## config.mk

```make
export PLATFORM = sky130hd
export DESIGN_NAME = cpu_run_ctrl
export DESIGN_NICKNAME = d
export VERILOG_FILES = /design/src/rtl/cpu_run_ctrl.sv
export SDC_FILE = /design/constraint.sdc
export NUM_CORES = 1
export LEC_CHECK = 0
export CORE_ASPECT_RATIO = 2
export CORE_MARGIN = 4
export CORE_UTILIZATION = 30
export DETAILED_ROUTE_END_ITERATION = 6
export GPL_TIMING_DRIVEN = 0
export PLACE_DENSITY = 0.52
export SLEW_MARGIN = 40
export SYNTH_ARGS = -nofsm -noshare
export SYNTH_HDL_FRONTEND = slang
export SYNTH_SLANG_ARGS = --single-unit
```

## constraint.sdc

```tcl
create_clock -name clk -period 1.7 [get_ports clk]
set_clock_uncertainty 0.1 [all_clocks]
set_input_delay 0.425 -clock clk [delete_from_list [all_inputs] [get_ports clk]]
set_output_delay 0.425 -clock clk [all_outputs]
set_load 0.05 [all_outputs]
```

## src/rtl/cpu_run_ctrl.sv

```systemverilog
// cpu_run_ctrl: execution controller for the CPU core.
// Turns debounced step / run / burst pulses and the core's halt level into a
// registered clock-enable (cpu_en), and counts the enable cycles it has issued.
// Input priority in one cycle: halt_in > run_pulse > burst_pulse > step_pulse.
module cpu_run_ctrl #(
  parameter int BURST_LEN = 16,
  parameter int RUN_DIV   = 1,
  parameter int CNT_W     = 32
) (
  input  logic             clk,
  input  logic             rst_n,
  input  logic             step_pulse,
  input  logic             run_pulse,
  input  logic             burst_pulse,
  input  logic             halt_in,
  output logic             cpu_en,
  output logic             running,
  output logic             halted,
  output logic [CNT_W-1:0] cycle_count
);

  // Remaining-burst counter must hold BURST_LEN itself; divider holds 0..RUN_DIV-1.
  localparam int BW = $clog2(BURST_LEN + 1);
  localparam int DW = (RUN_DIV > 1) ? $clog2(RUN_DIV) : 1;

  typedef enum logic [1:0] {
    S_IDLE   = 2'd0,
    S_RUN    = 2'd1,
    S_BURST  = 2'd2,
    S_HALTED = 2'd3
  } state_t;

  state_t           r_state;
  state_t           w_state_next;
  logic             r_en;
  logic             w_en_next;
  logic [BW-1:0]    r_rem;
  logic [BW-1:0]    w_rem_next;
  logic [DW-1:0]    r_div;
  logic [DW-1:0]    w_div_next;
  logic [DW-1:0]    w_div_inc;
  logic [CNT_W-1:0] r_cnt;

  // Free-run divider phase advance: counts 0..RUN_DIV-1 and wraps.
  always_comb begin
    if (r_div == DW'(RUN_DIV - 1)) begin
      w_div_inc = '0;
    end else begin
      w_div_inc = r_div + DW'(1);
    end
  end

  // Next-state and next-enable decode; the enable is registered so the core
  // sees a clean, glitch-free gate one cycle after the request is sampled.
  always_comb begin
    w_state_next = r_state;
    w_en_next    = 1'b0;
    w_rem_next   = r_rem;
    w_div_next   = r_div;
    if ((r_state != S_HALTED) && halt_in) begin
      // Halt wins over everything; any burst in progress is discarded.
      w_state_next = S_HALTED;
      w_rem_next   = '0;
      w_div_next   = '0;
    end else begin
      case (r_state)
        S_IDLE: begin
          if (run_pulse) begin
            w_state_next = S_RUN;
            w_div_next   = '0;
            w_en_next    = 1'b1;
          end else if (burst_pulse) begin
            w_state_next = S_BURST;
            w_rem_next   = BW'(BURST_LEN);
            w_en_next    = 1'b1;
          end else if (step_pulse) begin
            w_en_next    = 1'b1;
          end
        end
        S_RUN: begin
          if (run_pulse) begin
            w_state_next = S_IDLE;
            w_div_next   = '0;
          end else begin
            w_div_next   = w_div_inc;
            w_en_next    = (w_div_inc == '0);
          end
        end
        S_BURST: begin
          // r_rem counts the enable currently on the output as still pending,
          // so reaching 1 means the last enable is being issued right now.
          if (run_pulse || (r_rem == BW'(1))) begin
            w_state_next = S_IDLE;
            w_rem_next   = '0;
          end else begin
            w_rem_next   = r_rem - BW'(1);
            w_en_next    = 1'b1;
          end
        end
        S_HALTED: begin
          if (run_pulse && !halt_in) begin
            w_state_next = S_IDLE;
          end
        end
        default: begin
          w_state_next = S_IDLE;
        end
      endcase
    end
  end

  // State, enable and counter registers; reset aborts any burst outright.
  always_ff @(posedge clk or negedge rst_n) begin
    if (!rst_n) begin
      r_state <= S_IDLE;
      r_en    <= 1'b0;
      r_rem   <= '0;
      r_div   <= '0;
      r_cnt   <= '0;
    end else begin
      r_state <= w_state_next;
      r_en    <= w_en_next;
      r_rem   <= w_rem_next;
      r_div   <= w_div_next;
      r_cnt   <= r_cnt + CNT_W'(r_en);
    end
  end

  assign cpu_en      = r_en;
  assign running     = (r_state == S_RUN) || (r_state == S_BURST);
  assign halted      = (r_state == S_HALTED);
  assign cycle_count = r_cnt;

endmodule

```

Word-level counts from Yosys, hierarchy flattened
Cells that the tools add are included.
- order comparisons: 0
- bitwise operators: 1
- multipliers: 0
- divide/modulo/power cells: 0
- add/sub/neg operators: 3
- shift-type cells: 0
- mux-type cells: 24
- eq/ne operators: 12
- reduce and logical (&&, ||, !) cells: 11
- operators with widths (cell ; count):
    $add 32x1->32 ; 1
    $mux 5 ; 4
    $ne 3x3->1 const B ; 5
    $mux 2 ; 6
    $mux 1 ; 10
    $pmux 5 s2 ; 1
    $pmux 2 s4 ; 1
    $reduce_bool 3->1 ; 2
    $eq 5x1->1 const B ; 1
    $sub 5x1->5 const B ; 1
    $eq 2x2->1 const B ; 2
    $ne 4x4->1 const B ; 1
    $reduce_and 4->1 ; 1
    $ne 3x1->1 const B ; 1
    $pmux 1 s3 ; 1
    $reduce_and 3->1 ; 1
    $eq 2x1->1 const B ; 1
    $logic_and 1x1->1 ; 2
    $logic_not 2->1 ; 1
    $logic_or 1x1->1 ; 2
    $ne 2x2->1 const B ; 1
    $pmux 1 s2 ; 1
    $reduce_and 2->1 ; 1
    $add 1x1->1 const B ; 1
    2 further kinds ; 2
- ROM bits: 0
- output and inout bits: 35
- input bits: 6
- latch bits: 0
- memories kept: 0
- register bits after elaboration: 41
- RAM bits: 0
- word-level logic and storage cells: 56

Depth between registers and ports, before layout
Gate-level depths: netlist of run 1.
- depth in word-level cells: 6
- depth in mapped cells: 7
- mapped depth without buffers: 6

Worst setup path after synthesis of run 1
Ideal clock, no wire load.
- path type: reg2reg
- start point: register r_state[0]
- end point: register r_rem[3]
- slack: -0.435 ns
- clock period less this slack: 2.135 ns
- buffers on the path: 0
- data required time: 1.478 ns
- stages on the path, launching flop included: 6
- library setup time: 0.122 ns
- arrival: 1.913 ns
- cell sequence: dfrtp_1 > ha_1 > nor2b_1 > a311oi_2 > o21ai_1 > a32o_1
- longest elaborated chain between the ends: 4
- elaborated cells between the ends (all ways): 10
- classes of those cells: 4 x eq/ne; 2 x mux; 4 x reduce/logical
- ends and longest elaborated chain (element ; RTL line ; RTL):
    start: declaration ; 33 ; state_t r_state;
    start signal: assignment ; 121 ; r_state <= w_state_next;
    $ne 2x2->1 ; 60 ; if ((r_state != S_HALTED) && halt_in) begin
    $logic_and 1x1->1 ; 60 ;
    $ne 3x3->1 (no source line) or $reduce_bool 3->1 (tied branches) ; -- ;
    $reduce_and 3->1 (no source line) ; -- ;
    end signal: assignment ; 123 ; r_rem <= w_rem_next;
    end: declaration ; 37 ; logic [BW-1:0] r_rem;
Several ways; a longest one is shown, not always the timed one.
A chain may end at the register's enable or synchronous reset.

Worst setup path in the final report of run 1
- start point: register r_rem[0]
- end point: register r_rem[2]
- longest elaborated chain between the ends: 5
- elaborated cells between the ends (all ways): 6
- classes of those cells: 1 x add/sub; 1 x eq/ne; 3 x mux; 1 x reduce/logical
- ends and longest elaborated chain (element ; RTL line ; RTL):
    branches (longest 2 deep; another with $sub 5x1->5) ; -- ;
    $mux 5 * ; 92 ; if (run_pulse || (r_rem == BW'(1))) begin
    $pmux 5 s2 * ; 66 ; case (r_state)
    $mux 5 * ; 60 ;
Every way passes the cells marked *.

==> results of run 1 <==
worst paths after layout:
kind,endpoint,cells past startpoint,start
max in group asynchronous,cycle_count[5]$_DFF_PN0_,1,rst_n
min in group clk,cycle_count[31]$_DFF_PN0_,1,cycle_count[31]$_DFF_PN0_
worst min register to register,cycle_count[31]$_DFF_PN0_,1,cycle_count[31]$_DFF_PN0_
worst max register to register,r_rem[2]$_DFFE_PN0P_,5,r_rem[0]$_DFFE_PN0P_
worst max-delay path,r_rem[2]$_DFFE_PN0P_,5,r_rem[0]$_DFFE_PN0P_
worst min-delay path,cycle_count[25]$_DFF_PN0_,1,rst_n
registers in the layout, summed over array words and instances, names as in the netlist:
| signal | flops |
|---|---|
| cycle_count | 32 |
| cpu_en | 1 |
| r_rem | 5 |
| r_state | 2 |
layer usage:
layer / track usage [%] / up-vias
li1: - / 736
met1: 12.18 / 767
met2: 23.11 / 41
met3: 2.839 / 6
met4: 5.065 / 0
met5: 0 / -
cells in the final DEF, fill, tap and decap left out, types with 2 or more instances in the layout:
master | Yosys | final
xnor2_1 | 26 | 26
nand3_1 | 15 | 15
clkbuf_16 | 0 | 5
buf_6 | 0 | 3
nand2_1 | 11 | 10
inv_2 | 0 | 2
clkdlybuf4s50_1 | 0 | 2
and2_1 | 3 | 3
nand2b_1 | 3 | 3
dfrtp_2 | 0 | 16
nor2_1 | 4 | 3
o21ai_0 | 3 | 3
and3_4 | 0 | 2
clkbuf_2 | 1 | 4
nand4_1 | 10 | 10
buf_4 | 0 | 11
and3_1 | 7 | 5
ha_1 | 9 | 3
dfrtp_1 | 40 | 24
xor2_1 | 4 | 4
o31ai_1 | 3 | 2
nor3b_2 | 0 | 2
and4_1 | 6 | 4
nor2b_4 | 0 | 2
nor4b_4 | 1 | 2
clkdlybuf4s15_2 | 0 | 30
o21ai_1 | 2 | 2
inv_1 | 5 | 2
ha_4 | 0 | 6
through the flow:
| step | setup TNS (ns) | power [W] | setup slack (ns) | hold WS [ns] | util, % |
|---|---|---|---|---|---|
| finish | -0.5239 | 0.004054 | -0.1008 | 0.006674 | 46.30 |
| global route | -0.9698 | 0.004276 | -0.1648 | 0.07062 | 46.30 |
| CTS | -0.7701 | 0.004072 | -0.1366 | 0.04236 | 46.07 |
| floorplan | -2.254 | 0.002367 | -0.1572 | 0.02941 | - |
| global placement | -47.94 | 0.002740 | -1.168 | 0.3636 | 40.85 |
| detailed placement | -5.619 | 0.002749 | -0.4822 | 0.3441 | 40.81 |
report_power, final:
group	switching [W]	total [W]	internal, W
Clock	0.000383	0.00107	0.000689
Combinational	0.000912	0.00165	0.000737
Sequential	0.000218	0.00133	0.00111
logic make-up after synthesis:
group	after synthesis	synth area share, %
buffers and inverters	8	1.711
XOR/XNOR	30	13.31
AO/OA/AOI/OAI	15	5.767
AND/OR/NAND/NOR	70	22.31
multiplexers	1	0.5070
flip-flops	40	50.70
adder cells (fa/ha/maj)	9	5.704
worst register-to-register path: stages (launching register included):
cell,delay [ns]
dfrtp_1,0.41
ha_4,0.17
nor4b_4,0.13
or4b_4,0.50
or2_1,0.27
o2bb2ai_1,0.14
repair_timing:
item | 4_1_cts | 5_1_grt
gates cloned | 0 | 1
gates resized for setup | 125 | 7
hold buffers | 0 | 0
pin swaps | 10 | 16
setup buffers | 10 | 3
setup endpoints to repair | 57 | 22
cell type report:
type / count / share of cell area, %
clock inverters: 3 / 1.444
flip-flops and latches: 40 / 34.66
repair buffers: 51 / 17.59
clock buffers: 5 / 4.248
plain buffers: 2 / 0.3398
inverters: 5 / 0.7222
multi-input cells: 126 / 37.34
well taps: 86 / 3.653
==> impl_metrics.toml, run 1 <==
[setup_path]
required_ns = 1.80
arrival_ns = 1.90
ff2ff_setup_slack_ns = -0.10
cp_slowest_stage_delay_ns = 0.50
critPathTopFamily = "simple AND/OR/NAND/NOR gates"
setup.worst_path.end_class = "flop"
critPathSlowestCell = "or4b_4"
critical_path.cell_chain = "ha_4 -> nor4b_4 -> or4b_4 -> or2_1 -> o2bb2ai_1"
cp_max_fo = 3
start_kind = "flop"
critPathBufInv = 0
critPathKind = "reg2reg"

[synthesis]
synthTopCellsByArea = "dfrtp_1, xnor2_1, ha_1"
synth_top_area_share_pct = 50.70
synth-seq-cells = 40
syn-mean-instance-area_sq_um = 11.41
synth_nets = 188
ys.flop_type = "dfrtp_1"
ys_seq_area_share_pct = 50.70
synth_cell_types = 35
synth-async-reset-ratio_pct = 100.0
synth_area_sq_um = 1974
synth.most_common_cell = "dfrtp_1"
synth_edf_count = 0
netlist_instances = 173
ys_warn_count = 0
yosys.area.top_type = "dfrtp_1"
synth_common_cells = "dfrtp_1, xnor2_1, nand3_1"

[clocking]
cts_root_buf = "clkbuf_16"
cts_tree = "built"
clkSinkCount = 40
ctsHtreeMaxLevel = 2
clock_path_buffers = 2
clk_latency_ns = 0.28
numCtsBuffers = 5
clk_pin_slew_ns = 0.06

[routing]
wl_met3_um = 245
top_layer = "met4"
drc_errors = 0
wl_met1_mm = 1.746
wl_per_cell_um = 14.46
ant_nets = 0
first_iter_violations = 61
drt-total-wl_mm = 4.599
vias_per_cell = 4.874
vias = 1550
dr.pass1.iters = 4
wl_met2_mm = 2.519

[final_layout]
nets = 246
fill_cells = 624
design_area_sq_um = 2945
stdcell_count = 318
multi_input_area_sq_um = 1100
seqCellArea_sq_um = 1021
synthToLayoutAreaGrowth_pct = 49.18
n_antenna_cell = 0
drive_gt1_share_pct = 43.53

[placed_design]
dpl-instance-area_sq_um = 2596
gp_congestion = 0.7460
dpl.hpwl_mm = 3.209
port_buffers = 39
dpl.cell_count = 298

[timing]
tightest_slew_ns = 0.5144
clock.fmax_mhz = 555.3
setup_viol = 7
period_needed_ns = 1.801
finalCritPeriodShare_pct = 105.9
finalMaxSlewViolations = 0
fin_ws_ns = -0.1008
rsz0062_at_grt = "yes"
slew_headroom_pct = 65.71
hold_viol = 0

[floorplan]
dieArea_sq_um = 8022
die_h_um = 122.7
placementRows = 41
coreArea_sq_um = 6361
initial_core_util_pct = 31.04
ios = 41
floorplan.die.width_um = 65.37

[power]
p_per_area_nw_per_um2 = 1376
p_leak_nw = 1.227
ir_worst_vdd_mv = 1.133

[run_status]
status = "complete, but fails checks"
violations = "negative setup slack"

[job]
maxCapViolCount = 0

[global_route]
grt_usage_pct = 12.14
grt_max_degree = 41
grt_pass1_wl_mm = 7.389
grt_pass1_vias = 1534
antenna_found_initial = 0
grt_overflow = 0

[hold_path]
hold_path.class = "in2async"
No activity file was read; power rests on OpenSTA's default activity.
==> run 2, diff against run 1 <==
Settings changed: CTS_CLUSTER_SIZE set to 14.
==> results of run 2 <==
Final layout, timing and power as in run 1 (identical DEF).
